==> src/rtl/replay_memory_v3_pkg.sv <==
// Shared types and constants for the Dyna-Q replay memory.
// Holds field widths, buffer geometry, LFSR polynomial/seed, the action
// encoding, the stored transition record and the sampler state encoding.
package replay_memory_v3_pkg;

  localparam int LOCATION_LENGTH = 8;
  localparam int REWARD_LENGTH   = 11;
  localparam int DEPTH           = 16;
  localparam int ADDR_LENGTH     = $clog2(DEPTH);
  localparam int LFSR_LENGTH     = 16;
  localparam int MAX_TRIES       = 8;

  // x^16 + x^14 + x^13 + x^11 + 1 in right-shifting Galois form
  localparam logic [LFSR_LENGTH-1:0] LFSR_SEED = 16'hACE1;
  localparam logic [LFSR_LENGTH-1:0] LFSR_TAPS = 16'hB400;

  typedef enum logic [1:0] {
    ACT_UP    = 2'd0,
    ACT_DOWN  = 2'd1,
    ACT_LEFT  = 2'd2,
    ACT_RIGHT = 2'd3
  } action_t;

  typedef logic        [LOCATION_LENGTH-1:0] loc_t;
  typedef logic signed [REWARD_LENGTH-1:0]   reward_t;
  typedef logic        [ADDR_LENGTH-1:0]     addr_t;
  typedef logic        [ADDR_LENGTH:0]       cnt_t;

  typedef struct packed {
    loc_t    loc;
    action_t act;
    loc_t    nloc;
    reward_t rew;
  } entry_t;

  typedef enum logic [1:0] {
    S_IDLE   = 2'd0,
    S_SEARCH = 2'd1,
    S_READ   = 2'd2
  } samp_state_t;

endpackage

==> src/rtl/replay_memory_v3_if.sv <==
// Bus between the agent / planning datapath and the replay memory.
// master: agent side (drives write strobes, flush, sample requests)
// slave : replay memory (drives sample data, busy/valid, count/full)
interface replay_memory_v3_if;
  import replay_memory_v3_pkg::*;

  logic    w_en;
  loc_t    current_location;
  loc_t    n_location;
  action_t action;
  logic    w_en_2;
  loc_t    next_location;
  reward_t reward;
  logic    flush;
  logic    sample_req;
  logic    sample_busy;
  logic    sample_valid;
  loc_t    sample_location;
  action_t sample_action;
  loc_t    sample_n_location;
  reward_t sample_reward;
  cnt_t    count;
  logic    full;

  modport master (
    output w_en, current_location, n_location, action,
    output w_en_2, next_location, reward, flush, sample_req,
    input  sample_busy, sample_valid, sample_location, sample_action,
    input  sample_n_location, sample_reward, count, full
  );

  modport slave (
    input  w_en, current_location, n_location, action,
    input  w_en_2, next_location, reward, flush, sample_req,
    output sample_busy, sample_valid, sample_location, sample_action,
    output sample_n_location, sample_reward, count, full
  );

endinterface

==> src/rtl/replay_memory_v3_lfsr.sv <==
// Galois LFSR, free running: advances every clock, loads SEED on reset.
// Ports: clk, reset (async, active low), q = low OUT_W bits of the state.
module lfsr_galois #(
  parameter int               WIDTH = 16,
  parameter logic [WIDTH-1:0] SEED  = 16'hACE1,
  parameter logic [WIDTH-1:0] TAPS  = 16'hB400,
  parameter int               OUT_W = WIDTH
) (
  input  logic             clk,
  input  logic             reset,
  output logic [OUT_W-1:0] q
);

  logic [WIDTH-1:0] state;

  always_ff @(posedge clk or negedge reset) begin
    if (!reset) state <= SEED;
    else        state <= (state >> 1) ^ (state[0] ? TAPS : '0);
  end

  assign q = state[OUT_W-1:0];

endmodule

==> src/rtl/replay_memory_v3.sv <==
// Replay memory: DEPTH-entry circular store of Dyna-Q transitions with an
// LFSR-driven random sampler for the planning loop.
// Ports: clk, reset (async, active low), bus (replay_memory_v3_if.slave).
//  Write: w_en stages (location, action) when the robot moved; w_en_2
//  commits the staged pair with next_location/reward. flush clears contents.
//  Sample: sample_req starts a search; sample_valid pulses with the entry.
module replay_memory_v3
  import replay_memory_v3_pkg::*;
(
  input  logic                clk,
  input  logic                reset,
  replay_memory_v3_if.slave   bus
);

  localparam int TRY_W = (MAX_TRIES > 1) ? $clog2(MAX_TRIES) : 1;
  typedef logic [TRY_W-1:0] try_t;
  localparam try_t  TRY_LAST   = try_t'(MAX_TRIES - 1);
  localparam try_t  TRY_ONE    = try_t'(1);
  localparam addr_t ADDR_ONE   = addr_t'(1);
  localparam cnt_t  CNT_ONE    = cnt_t'(1);
  localparam cnt_t  COUNT_FULL = cnt_t'(DEPTH);

  // ---------------- write side ----------------
  logic    pending;
  loc_t    stg_loc;
  action_t stg_act;
  addr_t   wr_ptr;
  cnt_t    count_q;
  entry_t  mem [DEPTH];
  entry_t  wr_entry;

  logic stage, commit;
  assign stage  = bus.w_en && (bus.current_location != bus.n_location);
  assign commit = bus.w_en_2 && pending;

  // commit always uses the pair staged before this edge, so a same-cycle
  // stage lands in the registers only after the old pair is written
  assign wr_entry.loc  = stg_loc;
  assign wr_entry.act  = stg_act;
  assign wr_entry.nloc = bus.next_location;
  assign wr_entry.rew  = bus.reward;

  always_ff @(posedge clk or negedge reset) begin
    if (!reset) begin
      pending <= 1'b0;
      stg_loc <= '0;
      stg_act <= ACT_UP;
      wr_ptr  <= '0;
      count_q <= '0;
    end else if (bus.flush) begin
      pending <= 1'b0;
      wr_ptr  <= '0;
      count_q <= '0;
    end else begin
      if (commit) begin
        wr_ptr <= wr_ptr + ADDR_ONE;
        if (count_q != COUNT_FULL) count_q <= count_q + CNT_ONE;
      end
      if (stage) begin
        stg_loc <= bus.current_location;
        stg_act <= bus.action;
        pending <= 1'b1;
      end else if (commit) begin
        pending <= 1'b0;
      end
    end
  end

  // storage array is intentionally left unreset
  always_ff @(posedge clk) begin
    if (commit && !bus.flush) mem[wr_ptr] <= wr_entry;
  end

  // ---------------- sampler ----------------
  addr_t rnd;

  lfsr_galois #(
    .WIDTH (LFSR_LENGTH),
    .SEED  (LFSR_SEED),
    .TAPS  (LFSR_TAPS),
    .OUT_W (ADDR_LENGTH)
  ) u_lfsr (
    .clk   (clk),
    .reset (reset),
    .q     (rnd)
  );

  samp_state_t state, state_n;
  try_t        tries, tries_n;
  addr_t       idx, idx_n;
  entry_t      samp_q;
  logic        samp_vld_q;

  always_comb begin
    state_n = state;
    tries_n = tries;
    idx_n   = idx;
    unique case (state)
      S_IDLE: begin
        if (bus.sample_req && (count_q != '0)) begin
          state_n = S_SEARCH;
          tries_n = '0;
        end
      end
      S_SEARCH: begin
        if ({1'b0, rnd} < count_q) begin
          idx_n   = rnd;
          state_n = S_READ;
        end else if (tries == TRY_LAST) begin
          // give up on random hits; newest entry is always valid
          idx_n   = wr_ptr - ADDR_ONE;
          state_n = S_READ;
        end else begin
          tries_n = tries + TRY_ONE;
        end
      end
      S_READ:  state_n = S_IDLE;
      default: state_n = S_IDLE;
    endcase
    if (bus.flush) state_n = S_IDLE;
  end

  always_ff @(posedge clk or negedge reset) begin
    if (!reset) begin
      state      <= S_IDLE;
      tries      <= '0;
      idx        <= '0;
      samp_q     <= '0;
      samp_vld_q <= 1'b0;
    end else begin
      state      <= state_n;
      tries      <= tries_n;
      idx        <= idx_n;
      // read sees the array before any same-edge write
      samp_vld_q <= (state == S_READ) && !bus.flush;
      if ((state == S_READ) && !bus.flush) samp_q <= mem[idx];
    end
  end

  assign bus.sample_busy       = (state != S_IDLE);
  assign bus.sample_valid      = samp_vld_q;
  assign bus.sample_location   = samp_q.loc;
  assign bus.sample_action     = samp_q.act;
  assign bus.sample_n_location = samp_q.nloc;
  assign bus.sample_reward     = samp_q.rew;
  assign bus.count             = count_q;
  assign bus.full              = (count_q == COUNT_FULL);

endmodule

==> src/flat_wrapper.sv <==
// flat-port wrapper written by rule: the top's interface ports become plain ports
module replay_memory_v3_flat import replay_memory_v3_pkg::*;
  (clk, reset, bus_w_en, bus_current_location, bus_n_location, bus_action, bus_w_en_2, bus_next_location, bus_reward, bus_flush, bus_sample_req, bus_sample_busy, bus_sample_valid, bus_sample_location, bus_sample_action, bus_sample_n_location, bus_sample_reward, bus_count, bus_full);
  replay_memory_v3_if bus_i ();
  input  logic clk;
  input  logic reset;
  input wire logic [$bits(bus_i.w_en)-1:0] bus_w_en;
  input wire logic [$bits(bus_i.current_location)-1:0] bus_current_location;
  input wire logic [$bits(bus_i.n_location)-1:0] bus_n_location;
  input wire logic [$bits(bus_i.action)-1:0] bus_action;
  input wire logic [$bits(bus_i.w_en_2)-1:0] bus_w_en_2;
  input wire logic [$bits(bus_i.next_location)-1:0] bus_next_location;
  input wire logic [$bits(bus_i.reward)-1:0] bus_reward;
  input wire logic [$bits(bus_i.flush)-1:0] bus_flush;
  input wire logic [$bits(bus_i.sample_req)-1:0] bus_sample_req;
  output wire logic [$bits(bus_i.sample_busy)-1:0] bus_sample_busy;
  output wire logic [$bits(bus_i.sample_valid)-1:0] bus_sample_valid;
  output wire logic [$bits(bus_i.sample_location)-1:0] bus_sample_location;
  output wire logic [$bits(bus_i.sample_action)-1:0] bus_sample_action;
  output wire logic [$bits(bus_i.sample_n_location)-1:0] bus_sample_n_location;
  output wire logic [$bits(bus_i.sample_reward)-1:0] bus_sample_reward;
  output wire logic [$bits(bus_i.count)-1:0] bus_count;
  output wire logic [$bits(bus_i.full)-1:0] bus_full;
  assign bus_i.w_en = bus_w_en;
  assign bus_i.current_location = bus_current_location;
  assign bus_i.n_location = bus_n_location;
  assign bus_i.action = bus_action;
  assign bus_i.w_en_2 = bus_w_en_2;
  assign bus_i.next_location = bus_next_location;
  assign bus_i.reward = bus_reward;
  assign bus_i.flush = bus_flush;
  assign bus_i.sample_req = bus_sample_req;
  assign bus_sample_busy = bus_i.sample_busy;
  assign bus_sample_valid = bus_i.sample_valid;
  assign bus_sample_location = bus_i.sample_location;
  assign bus_sample_action = bus_i.sample_action;
  assign bus_sample_n_location = bus_i.sample_n_location;
  assign bus_sample_reward = bus_i.sample_reward;
  assign bus_count = bus_i.count;
  assign bus_full = bus_i.full;
  replay_memory_v3 u_core (.clk(clk), .reset(reset), .bus(bus_i));
endmodule
==> config.mk <==
export PLATFORM = sky130hd
export DESIGN_NAME = replay_memory_v3_flat
export DESIGN_NICKNAME = d
export VERILOG_FILES = /design/src/rtl/replay_memory_v3_pkg.sv /design/src/rtl/replay_memory_v3_if.sv /design/src/rtl/replay_memory_v3_lfsr.sv /design/src/rtl/replay_memory_v3.sv /design/src/flat_wrapper.sv
export SDC_FILE = /design/constraint.sdc
export NUM_CORES = 1
export LEC_CHECK = 0
export BUFFER_PORTS_ARGS = -buffer_cell sky130_fd_sc_hd__buf_2
export CAP_MARGIN = 20
export CORE_MARGIN = 8
export CORE_UTILIZATION = 57
export DETAILED_ROUTE_END_ITERATION = 8
export PLACE_DENSITY = 0.74
export SYNTH_ARGS = -nofsm -noshare
export SYNTH_HDL_FRONTEND = slang
export SYNTH_SLANG_ARGS = --single-unit
==> constraint.sdc <==
create_clock -name clk -period 3 [get_ports clk]
set_input_delay 0.6 -clock clk [delete_from_list [all_inputs] [get_ports clk]]
set_output_delay 0.6 -clock clk [all_outputs]
set_load 0.05 [all_outputs]
==> results of run 1 <==
==> final cells by class <==
type                    instances  area, sq um  area share
repair buffers                133          943      0.0397
flip-flops and latches        539        15800       0.667
clock buffers                  64         1390      0.0585
well taps                     468          586      0.0247
clock inverters                31          229     0.00965
inverters                       9         33.8     0.00142
multi-input cells             515         4730       0.199
==> timing repair <==
action / CTS / global route
resized for setup: 0 / 0
hold buffers: 1 / 0
hold endpoints to repair: 16 / 0
endpoints found under the setup margin: 0 / 0
==> layer usage <==
metal  GRT usage  vias to the layer above  wire, um
met3      0.0498                       74      3690
met4      0.0577                        0       949
met1       0.282                     5485     18100
met5           0                        -         0
met2       0.330                      426     20400
li1            -                     4706         -
==> cells by family after synthesis <==
kind of cell,after synthesis,synth area share
flip-flops,539,0.761
multiplexers,195,0.129
AND/OR/NAND/NOR,178,0.0395
AO/OA/AOI/OAI,111,0.0378
buffers and inverters,69,0.0177
XOR/XNOR,20,0.00843
adder cells (fa/ha/maj),11,0.00662
==> power breakdown <==
group	total, uW	internal, uW	switching, uW	leakage (uW)
logic	4350	1840	2510	0.00223
registers	8790	8380	406	0.00512
clock network	6140	3470	2670	0.000780
total	19300	13700	5580	0.00813
==> synth_stat cells, types with 2 or more instances <==
master | n | area share
sky130_fd_sc_hd__a22oi_1 | 57 | 0.021
sky130_fd_sc_hd__and2_1 | 3 | 0.00090
sky130_fd_sc_hd__edfxtp_1 | 464 | 0.67
sky130_fd_sc_hd__a31oi_1 | 29 | 0.0087
sky130_fd_sc_hd__inv_1 | 9 | 0.0016
sky130_fd_sc_hd__o21ai_0 | 3 | 0.00072
sky130_fd_sc_hd__mux2i_1 | 127 | 0.061
sky130_fd_sc_hd__buf_6 | 3 | 0.0016
sky130_fd_sc_hd__nand2b_1 | 2 | 0.00060
sky130_fd_sc_hd__nand4_1 | 26 | 0.0078
sky130_fd_sc_hd__buf_4 | 16 | 0.0058
sky130_fd_sc_hd__mux2_4 | 2 | 0.0014
sky130_fd_sc_hd__dfstp_2 | 8 | 0.010
sky130_fd_sc_hd__xor2_1 | 6 | 0.0025
sky130_fd_sc_hd__xnor2_1 | 14 | 0.0059
sky130_fd_sc_hd__nor2_1 | 60 | 0.011
sky130_fd_sc_hd__mux2_2 | 10 | 0.0054
sky130_fd_sc_hd__dfrtp_1 | 67 | 0.081
sky130_fd_sc_hd__nor3_1 | 3 | 0.00072
sky130_fd_sc_hd__mux4_2 | 56 | 0.061
sky130_fd_sc_hd__ha_1 | 11 | 0.0066
sky130_fd_sc_hd__a2bb2oi_1 | 4 | 0.0017
sky130_fd_sc_hd__buf_2 | 20 | 0.0048
sky130_fd_sc_hd__nor2b_1 | 8 | 0.0024
sky130_fd_sc_hd__buf_1 | 3 | 0.00054
sky130_fd_sc_hd__nand3_1 | 10 | 0.0024
sky130_fd_sc_hd__a21oi_1 | 11 | 0.0026
sky130_fd_sc_hd__nand2_1 | 59 | 0.011
sky130_fd_sc_hd__clkbuf_1 | 17 | 0.0031
==> worst max-delay path by stage <==
stage                                    from           endpoint  slack, ns  cells past startpoint
after floorplan                     bus_flush   u_core.mem[5][0]       0.05                      3
after global placement              bus_flush  u_core.mem[2][10]       0.64                      4
after detailed placement            bus_flush  u_core.mem[2][10]       0.61                      4
after CTS                 u_core.bus.count[0]           bus_full       0.51                      4
after global routing      u_core.bus.count[0]           bus_full       0.44                      4
final                     u_core.bus.count[0]           bus_full       0.56                      4
==> layout by cell type, fill, tap and decap left out, types with 14 or more instances in the layout <==
cell type / netlist / layout
sky130_fd_sc_hd__a22oi_1: 57 / 57
sky130_fd_sc_hd__a31oi_1: 29 / 29
sky130_fd_sc_hd__buf_2: 20 / 78
sky130_fd_sc_hd__buf_4: 16 / 43
sky130_fd_sc_hd__clkbuf_16: 0 / 53
sky130_fd_sc_hd__dfrtp_1: 67 / 65
sky130_fd_sc_hd__edfxtp_1: 464 / 464
sky130_fd_sc_hd__mux2i_1: 127 / 127
sky130_fd_sc_hd__mux4_2: 56 / 56
sky130_fd_sc_hd__nand2_1: 59 / 59
sky130_fd_sc_hd__nand4_1: 26 / 26
sky130_fd_sc_hd__nor2_1: 60 / 42
sky130_fd_sc_hd__nor2_4: 0 / 16
sky130_fd_sc_hd__xnor2_1: 14 / 14
==> sequential cells by signal, summed over array words and instances, names as in the netlist <==
register                      cells
u_core.mem                      464
u_core.u_lfsr.state              16
u_core.bus.sample_reward         11
u_core.bus.sample_location        8
u_core.bus.sample_n_location      8
u_core.stg_loc                    8
u_core.bus.count                  5
u_core.idx                        4
u_core.wr_ptr                     4
u_core.tries                      3
u_core.bus.sample_action          2
u_core.state                      2
u_core.stg_act                    2
u_core.bus.sample_valid           1
u_core.pending                    1
==> through the flow <==
stage               power, uW  hold WS, ns  utilization  worst slack [ns]  instances
floorplan               12000        0.304            -            0.0513       1123
global placement        13200        0.337        0.610             0.641       1663
detailed placement      13300        0.336        0.610             0.615       1663
CTS                     19400        0.211        0.655             0.508       1759
global route            20000        0.225        0.655             0.441       1759
finish                  19300        0.246        0.655             0.557       1759
==> critical path, stage by stage (launching register included) <==
cell	delay, ns
sky130_fd_sc_hd__dfrtp_1	0.44
sky130_fd_sc_hd__inv_1	0.13
sky130_fd_sc_hd__ha_1	0.20
sky130_fd_sc_hd__and4bb_2	0.25
sky130_fd_sc_hd__buf_2	0.27
==> metrics.md, run 1 <==
| Metric | Value |
|---|---|
| Post-detailed-route wirelength per cell | `24.5 um` |
| Worst min-delay path category | `in2reg` |
| Maximum fanout along the worst path | `5` |
| Maximum clock frequency | `409 MHz` |
| Ant. Diodes | `0` |
| Syn Nets | `1177` |
| Setup repair after global routing missed its margin | `no` |
| Register-to-Register Setup Slack | `0.82 ns` |
| Number of optimization iterations in the first detailed-route pass | `7` |
| Total Routed Length | `43.1 mm` |
| Core area | `36300 sq um` |
| Time the worst path needs with I/O delays and setup | `2.44 ns` |
| Fill cell count | `2455` |
| Placed standard-cell area | `22100 sq um` |
| Slew HR | `0.284` |
| # Post-CTS Setup Buffers | `0` |
| Largest net degree at the start of global routing | `60` |
| Share of synthesized flip-flops with an asynchronous set or reset | `0.139` |
| Number of buffers added on ports | `79` |
| Number of top-level design ports | `80` |
| GP Congestion | `0.752` |
| Global-route wire length before repair | `65.4 mm` |
| Share of synthesized area occupied by flip-flops and latches | `0.761` |
| Worst-skew pair later-pin latency | `0.56 ns` |
| Number of global-route vias before repair | `11000` |
| Residual DRC count | `0` |
| Layout Skew | `0.0168 ns` |
| Layout overhead on the synthesized area | `14.2%` |
| Prevailing post-synth register cell | `sky130_fd_sc_hd__edfxtp_1` |
| Number of enable-type register cells in the synthesized netlist | `464` |
| TritonCTS Sinks | `539` |
| Final layout net count | `1304` |
| Static power due to leakage | `0.00813 uW` |
| Maximum resistive drop on vdd | `0.490 mV` |
| Final max-slew violation count | `0` |
| H-tree Lvls | `2` |
| Average vias per placed instance | `6.08` |
| Flops & latches, synth | `539` |
| Yosys warns | `0` |
| Beginning of the worst register-to-register path | `u_core.idx[0]` |
| Global-route usage over all layers | `0.206` |
| Transition time at the pin with the least slew margin | `1.07 ns` |
| Critical Path Start Type | `register` |
| TritonCTS clock tree | `built` |
| Pwr Density | `812 nW/um^2` |
| Layout cells sized above 1 | `0.242` |
| Die span in y | `207 um` |
| Cell area after synthesis | `20800 sq um` |
| Iter 0 DRT Violations | `955` |
| Worst Hold Endpoint | `u_core.pending` |
| CTS buffer count | `52` |
| Depth of the worst register-to-register path | `4` |
| Setup tns final | `0 ns` |
| Max Cap Viol | `0` |
| Critical register-to-register path endpoint | `u_core.bus.sample_reward[1]` |
| # rows | `70` |
| Die footprint | `42800 sq um` |
| Setup CP Type | `reg2out` |
| Share of the clock period used by the worst path | `0.814` |
| Width of the die | `207 um` |
| Launch point of the worst hold path | `bus_w_en_2` |
| Critical Path Sink Type | `output port` |
| Synthesized instance count | `1123` |
| CTS clock-pin slew for the worst setup and hold paths | `0.06 ns` |
| Number of hold violations in the final report | `0` |
| WHS Path Cells | `2` |
| Buffers from clock root to sink, at most | `3` |
| Initial antenna violation count | `0` |
| Buffer type at the clock tree root | `sky130_fd_sc_hd__clkbuf_16` |
| Final number of setup-violating endpoints | `0` |
| Final antenna-violating net count | `0` |
| Result of the run | `complete, no violations` |
| Data required time at the worst endpoint | `2.40 ns` |
| Final HPWL from detailed placement | `25.6 mm` |
| Final non-filler cell area | `23700 sq um` |
| Initial Utilization | `0.573` |
| Vias post-DR | `10700` |
| Critical path arrival | `1.84 ns` |
| Mean area per synthesized cell | `18.5 sq um` |
| Distinct cells, synth | `44` |
| Final global-route overflow total | `0` |
No activity file was read; power rests on OpenSTA's default activity.
==> run 2, diff against run 1 <==
Clock period 3 ns to 2.46 ns, I/O delays scaled along.
==> run 2 against run 1 <==
Effect of this change: combinational power increased by 27%; clock power increased by 28%; wire length increased by 3.4%; setup slack got worse by 0.37 ns; sequential share of layout area decreased by 0.66 points; first-iteration DRC count increased by 16%; via count increased by 1.1%; global-route usage increased by 0.56 points; register-to-register slack got worse by 0.46 ns; die area unchanged; worst hold slack got worse by 0.092 ns; utilization increased by 0.66 points; largest cell class unchanged.
==> metrics.md, run 2 (synthesis results as in run 1) <==
| Metric | Value |
|---|---|
| Result of the run | `complete, no violations (unchanged)` |
| Post-detailed-route wirelength per cell | `25.3 um (was 24.5 um)` |
| Kind of cell adding the most delay to the critical path | `flip-flops (unchanged)` |
| Ordered list of cells on the worst path | `inv_1 -> ha_1 -> and4bb_2 -> buf_2 (unchanged)` |
| Critical Path Start Type | `register (unchanged)` |
| Number of optimization iterations in the first detailed-route pass | `5 (was 7)` |
| Pwr Density | `1000 nW/um^2 (was 812 nW/um^2)` |
| Core area | `36300 sq um (unchanged)` |
| Total Routed Length | `44.6 mm (was 43.1 mm)` |
| Layout Skew | `0.0148 ns (was 0.0168 ns)` |
| CTS clock-pin slew for the worst setup and hold paths | `0.06 ns (about the same)` |
| Slowest cell on crit path | `sky130_fd_sc_hd__dfrtp_1 (unchanged)` |
| Ant. Diodes | `0 (unchanged)` |
| Logic gate share of total power | `0.229 (was 0.226)` |
| Fill cell count | `2392 (was 2455)` |
| Time the worst path needs with I/O delays and setup | `2.28 ns` |
| Largest Register | `u_core.mem (unchanged)` |
| Internal cell power | `17300 uW (was 13700 uW)` |
| Die footprint | `42800 sq um (unchanged)` |
| Initial antenna violation count | `0 (unchanged)` |
| Top library cells by usage in the layout, fill and taps aside | `sky130_fd_sc_hd__edfxtp_1 (464), sky130_fd_sc_hd__mux2i_1 (127), sky130_fd_sc_hd__buf_2 (78) (unchanged)` |
| Final antenna-violating net count | `0 (unchanged)` |
| Setup tns final | `0 ns (unchanged)` |
| Critical Path Sink Type | `output port (unchanged)` |
| Delay contributed by the slowest stage of the critical path | `0.43 ns (was 0.44 ns)` |
| Residual DRC count | `0 (unchanged)` |
| Final number of setup-violating endpoints | `0 (unchanged)` |
| Number of global-route vias before repair | `11200 (was 11000)` |
| Setup repair after global routing missed its margin | `no (unchanged)` |
| Largest net degree at the start of global routing | `46 (was 60)` |
| Layout overhead on the synthesized area | `15.4% (was 14.2%)` |
| Max Cap Viol | `0 (unchanged)` |
| Transition time at the pin with the least slew margin | `0.631 ns (was 1.07 ns)` |
| Iter 0 DRT Violations | `1106 (was 955)` |
| # rows | `70 (unchanged)` |
| Most common cell after layout, fill and taps aside | `sky130_fd_sc_hd__edfxtp_1 (unchanged)` |
| Share of the core filled with cells in the final layout | `0.661 (was 0.655)` |
| Final global-route overflow total | `0 (unchanged)` |
| Gates resized, CTS repair | `0 (unchanged)` |
| Initial Utilization | `0.573 (unchanged)` |
| Slew HR | `0.578 (was 0.284)` |
| Worst min-delay path category | `in2reg (unchanged)` |
| Static power due to leakage | `0.00825 uW (was 0.00813 uW)` |
| H-tree Lvls | `2 (unchanged)` |
| Maximum clock frequency | `439 MHz` |
| Worst-skew pair later-pin latency | `0.57 ns (was 0.56 ns)` |
| Setup CP Type | `reg2out (unchanged)` |
| Net Switching | `6830 uW (was 5580 uW)` |
| Layout cells sized above 1 | `0.249 (was 0.242)` |
| Average vias per placed instance | `6.12 (was 6.08)` |
| Net Sw Frac | `0.284 (was 0.290)` |
| Vias post-DR | `10800 (was 10700)` |
| Share of the clock period used by the worst path | `0.925` |
| Maximum resistive drop on vdd | `0.625 mV (was 0.490 mV)` |
| Die span in y | `207 um (unchanged)` |
| Number of top-level design ports | `80 (unchanged)` |
| Width of the die | `207 um (unchanged)` |
| CTS buffer count | `52 (unchanged)` |
| Global-route usage over all layers | `0.211 (was 0.206)` |
| Portion of total power attributed to sequential cells | `0.445 (was 0.456)` |
| Number of buffers added on ports | `79 (unchanged)` |
| Final max-slew violation count | `0 (unchanged)` |
| TritonCTS Sinks | `539 (unchanged)` |
| Number of hold violations in the final report | `0 (unchanged)` |
| Data required time at the worst endpoint | `1.97 ns (was 2.40 ns)` |
| Global-route wire length before repair | `66.9 mm (was 65.4 mm)` |
| Critical path arrival | `1.78 ns (was 1.84 ns)` |
| Final HPWL from detailed placement | `26.5 mm (was 25.6 mm)` |
| Clock network fraction of design power | `0.325 (was 0.318)` |
| Buffers and inverters on the worst path | `2 (unchanged)` |
| Maximum fanout along the worst path | `5 (unchanged)` |
| Final layout net count | `1310 (was 1304)` |
| Buffers from clock root to sink, at most | `3 (unchanged)` |
| Buffer type at the clock tree root | `sky130_fd_sc_hd__clkbuf_16 (unchanged)` |
| TritonCTS clock tree | `built (unchanged)` |
| Flip-flop count of the largest register after layout | `464 (unchanged)` |
| GP Congestion | `0.763 (was 0.752)` |
==> run 2: changes by cell type in the layout (fill, tap and decap cells not counted), sizes merged <==
cell,delta
bufinv,+2
buf,+6
inv,-3
clkinvlp,-3
clkinv,-5
clkbuf,+9
==> run 2: power by group through the flow <==
stage,Clock [uW],Sequential [uW],Combinational (uW)
floorplan,0,10900,3740
global placement,0,10900,5410
detailed placement,0,10900,5530
CTS,7930,10700,5560
global route,8280,10800,5870
finish,7830,10700,5530
==> run 2: per-stage QoR <==
stage / instance area (sq um) / hold slack (ns) / setup slack (ns) / total power (uW) / instances
after CTS: 24000 / 0.136 / 0.175 / 24200 / 1765
after detailed placement: 22300 / 0.342 / 0.368 / 16400 / 1669
after global routing: 24000 / 0.165 / 0.108 / 24900 / 1765
final: 24000 / 0.154 / 0.185 / 24100 / 1765
after global placement: 22300 / 0.337 / 0.365 / 16300 / 1669
after floorplan: 20800 / 0.196 / -0.381 / 14600 / 1123
==> run 2: timing repair <==
item,in CTS,in global routing
hold endpoints to repair,30,0
hold buffers,1,0
setup buffers,0,0
==> run 2: path summary, 6_finish.rpt <==
kind                       slack (ns)                 endpoint  cells after the start                   start
setup / recovery                 0.18                 bus_full                      4     u_core.bus.count[0]
hold reg to reg                  0.36   u_core.u_lfsr.state[5]                      0  u_core.u_lfsr.state[6]
hold / removal                   0.15           u_core.pending                      2              bus_w_en_2
max in group asynchronous        1.31  u_core.u_lfsr.state[10]                      3                   reset
setup reg to reg                 0.36          u_core.tries[2]                      7     u_core.bus.count[2]
min in group asynchronous        0.46      u_core.bus.count[4]                      2                   reset
==> run 2: layout make-up <==
type	instances	area, sq um	area share
Sequential cell	539	15800	0.660
Inverter	9	33.8	0.00141
Tap cell	468	586	0.0244
Clock buffer	73	1490	0.0620
Clock inverter	22	211	0.00882
Multi-Input combinational cell	515	4730	0.197
Timing Repair Buffer	139	1100	0.0459
==> run 2: worst register-to-register path, delay by kind of cell (launching register included) <==
family                   cells  cell delay, ns
AO/OA/AOI/OAI                2            0.51
buffers and inverters        1            0.10
flip-flops                   1            0.43
adder cells (fa/ha/maj)      1            0.29
multiplexers                 1            0.30
AND/OR/NAND/NOR              2            0.35
==> run 2: routing by layer <==
| layer | wire length (um) | vias to the layer above | GRT usage |
|---|---|---|---|
| met5 | 0 | - | 0 |
| met4 | 897 | 0 | 0.0569 |
| met3 | 3240 | 63 | 0.0424 |
| met2 | 22100 | 436 | 0.349 |
| met1 | 18400 | 5599 | 0.287 |
| li1 | - | 4706 | - |
==> run 3, diff against run 2 <==
Clock period 2.46 ns to 2.6 ns, I/O delays scaled along.
==> run 3 against run 2 <==
Effect of this change: worst hold slack improved by 0.019 ns; first-iteration DRC count decreased by 18%; setup slack improved by 0.094 ns; final cell count decreased by 0.57%; wire length decreased by 2.6%; clock-buffer cell count decreased by 3; register-to-register slack improved by 0.07 ns; via count decreased by 1.5%; sequential cell count unchanged; clock power decreased by 5.2%; non-clock buffer count decreased by 7; die area unchanged; largest power group unchanged.
==> metrics.md, run 3 (synthesis results as in run 1) <==
| Metric | Value |
|---|---|
| Result of the run | `complete, no violations (unchanged)` |
| Transition time at the pin with the least slew margin | `1.13 ns (was 0.631 ns)` |
| Die footprint | `42800 sq um (unchanged)` |
| Critical path arrival | `1.80 ns (was 1.78 ns)` |
| Number of buffers added on ports | `79 (unchanged)` |
| Highest metal layer used by the detailed router | `met4 (unchanged)` |
| Max Cap Viol | `0 (unchanged)` |
| Maximum resistive drop on vdd | `0.682 mV (was 0.625 mV)` |
| Critical Path Sink Type | `output port (unchanged)` |
| Final max-slew violation count | `0 (unchanged)` |
| Largest Register | `u_core.mem (unchanged)` |
| Critical Path Start Type | `register (unchanged)` |
| # rows | `70 (unchanged)` |
| Buffers from clock root to sink, at most | `3 (unchanged)` |
| Final antenna-violating net count | `0 (unchanged)` |
| Die span in y | `207 um (unchanged)` |
| Average vias per placed instance | `6.06 (was 6.12)` |
| Buffer type at the clock tree root | `sky130_fd_sc_hd__clkbuf_16 (unchanged)` |
| Layout Skew | `0.0103 ns (was 0.0148 ns)` |
| Width of the die | `207 um (unchanged)` |
| Fill cell count | `2428 (was 2392)` |
| Layout cells sized above 1 | `0.245 (was 0.249)` |
| Worst-skew pair later-pin latency | `0.56 ns (was 0.57 ns)` |
| Pwr Density | `945 nW/um^2 (was 1000 nW/um^2)` |
| Maximum fanout along the worst path | `5 (unchanged)` |
| Initial Utilization | `0.573 (unchanged)` |
| Vias post-DR | `10600 (was 10800)` |
| Final HPWL from detailed placement | `26.2 mm (was 26.5 mm)` |
| Depth of the worst register-to-register path | `3 (was 7)` |
| Final layout net count | `1301 (was 1310)` |
| Inst Count DP | `1661 (was 1669)` |
| Final number of setup-violating endpoints | `0 (unchanged)` |
| Post-detailed-route wirelength per cell | `24.7 um (was 25.3 um)` |
| Critical register-to-register path endpoint | `u_core.bus.sample_reward[7] (was u_core.tries[2])` |
| Number of optimization iterations in the first detailed-route pass | `7 (was 5)` |
| Most common cell after layout, fill and taps aside | `sky130_fd_sc_hd__edfxtp_1 (unchanged)` |
| Flip-flop count of the largest register after layout | `464 (unchanged)` |
| Share of the clock period used by the worst path | `0.893` |
| Final std cells w/o fill | `1755 (was 1765)` |
| Final non-filler cell area | `23800 sq um (was 24000 sq um)` |
| Layout overhead on the synthesized area | `14.7% (was 15.4%)` |
| Top library cells by usage in the layout, fill and taps aside | `sky130_fd_sc_hd__edfxtp_1 (464), sky130_fd_sc_hd__mux2i_1 (127), sky130_fd_sc_hd__buf_2 (78) (unchanged)` |
| Ant. Diodes | `0 (unchanged)` |
| Number of global-route vias before repair | `11000 (was 11200)` |
| Maximum clock frequency | `431 MHz` |
| Setup repair after global routing missed its margin | `no (unchanged)` |
| GP Congestion | `0.773 (was 0.763)` |
| Worst Hold Endpoint | `u_core.pending (unchanged)` |
| CTS buffer count | `50 (was 52)` |
| H-tree Lvls | `2 (unchanged)` |
| Initial antenna violation count | `0 (unchanged)` |
| Slew HR | `0.244 (was 0.578)` |
| Met2 Routed Length | `21.1 mm (was 22.1 mm)` |
| Core area | `36300 sq um (unchanged)` |
| TritonCTS Sinks | `539 (unchanged)` |
| TritonCTS clock tree | `built (unchanged)` |
| Data required time at the worst endpoint | `2.08 ns (was 1.97 ns)` |
| WHS Path Cells | `2 (unchanged)` |
| Worst min-delay path category | `in2reg (unchanged)` |
| Launch point of the worst hold path | `bus_w_en_2 (unchanged)` |
| Setup CP Type | `reg2out (unchanged)` |
| Iter 0 DRT Violations | `903 (was 1106)` |
| Global-route usage over all layers | `0.207 (was 0.211)` |
| Register-to-Register Setup Slack | `0.43 ns (was 0.36 ns)` |
| Number of hold violations in the final report | `0 (unchanged)` |
| Largest net degree at the start of global routing | `70 (was 46)` |
| CTS clock-pin slew for the worst setup and hold paths | `0.06 ns (about the same)` |
| Routed length on met1 | `18.2 mm (was 18.4 mm)` |
| Routed wl met3 | `3.26 mm (was 3.24 mm)` |
| Total Routed Length | `43.4 mm (was 44.6 mm)` |
| Final global-route overflow total | `0 (unchanged)` |
| Beginning of the worst register-to-register path | `u_core.idx[2] (was u_core.bus.count[2])` |
| Number of top-level design ports | `80 (unchanged)` |
| Time the worst path needs with I/O delays and setup | `2.32 ns` |
| Placed standard-cell area | `22100 sq um (was 22300 sq um)` |
| Global-route wire length before repair | `66.0 mm (was 66.9 mm)` |
| Static power due to leakage | `0.00820 uW (was 0.00825 uW)` |
| Residual DRC count | `0 (unchanged)` |
-- run 3: worst max-delay path by stage --
stage                         from                     endpoint  slack [ns]  cells past startpoint
2_1_floorplan            bus_flush             u_core.mem[5][0]       -0.27                      3
3_5_place_dp             bus_flush  u_core.bus.sample_reward[7]        0.40                      5
6_report       u_core.bus.count[0]                     bus_full        0.28                      4
5_1_grt        u_core.bus.count[0]                     bus_full        0.18                      4
4_1_cts        u_core.bus.count[0]                     bus_full        0.24                      4
3_3_place_gp             bus_flush             u_core.mem[6][2]        0.49                      4
-- run 3: worst max-delay path: stages (launching register included) --
cell	delay, ns
sky130_fd_sc_hd__dfrtp_1	0.44
sky130_fd_sc_hd__inv_1	0.12
sky130_fd_sc_hd__ha_1	0.18
sky130_fd_sc_hd__and4bb_2	0.25
sky130_fd_sc_hd__buf_2	0.27
-- run 3: timing repair --
item                      CTS  global route
resized for setup           0             0
buffers inserted            0             0
hold endpoints to repair   16             0
hold buffers                1             0
-- run 3: per-stage QoR --
step           total power (uW)  TNS, ns  setup slack (ns)  hold WS, ns  utilization
3_5_place_dp              15300        0             0.405        0.336        0.610
6_report                  22500        0             0.278        0.173        0.657
3_3_place_gp              15200        0             0.494        0.337        0.610
2_1_floorplan             13900   -42.26            -0.269        0.224            -
4_1_cts                   22700        0             0.242        0.151        0.657
5_1_grt                   23400        0             0.181        0.191        0.657
-- run 3: routing by layer --
layer  vias to the layer above  track usage
met1                      5474        0.286
met3                        69       0.0404
li1                       4684            -
met4                         0       0.0584
met2                       415        0.337
met5                         -            0
-- run 3: area by class of cell --
class	instances	area [sq um]	area share
Sequential cell	539	15800	0.664
Timing Repair Buffer	132	965	0.0405
Clock inverter	22	235	0.00987
Inverter	9	33.8	0.00142
Multi-Input combinational cell	515	4730	0.199
Tap cell	468	586	0.0246
Clock buffer	70	1460	0.0612
-- run 3: where the power goes --
| part | switching [uW] | internal [uW] | total [uW] |
|---|---|---|---|
| Combinational | 2870 | 2140 | 5010 |
| Sequential | 432 | 9670 | 10100 |
| Clock | 3020 | 4400 | 7420 |
| Total | 6330 | 16200 | 22500 |
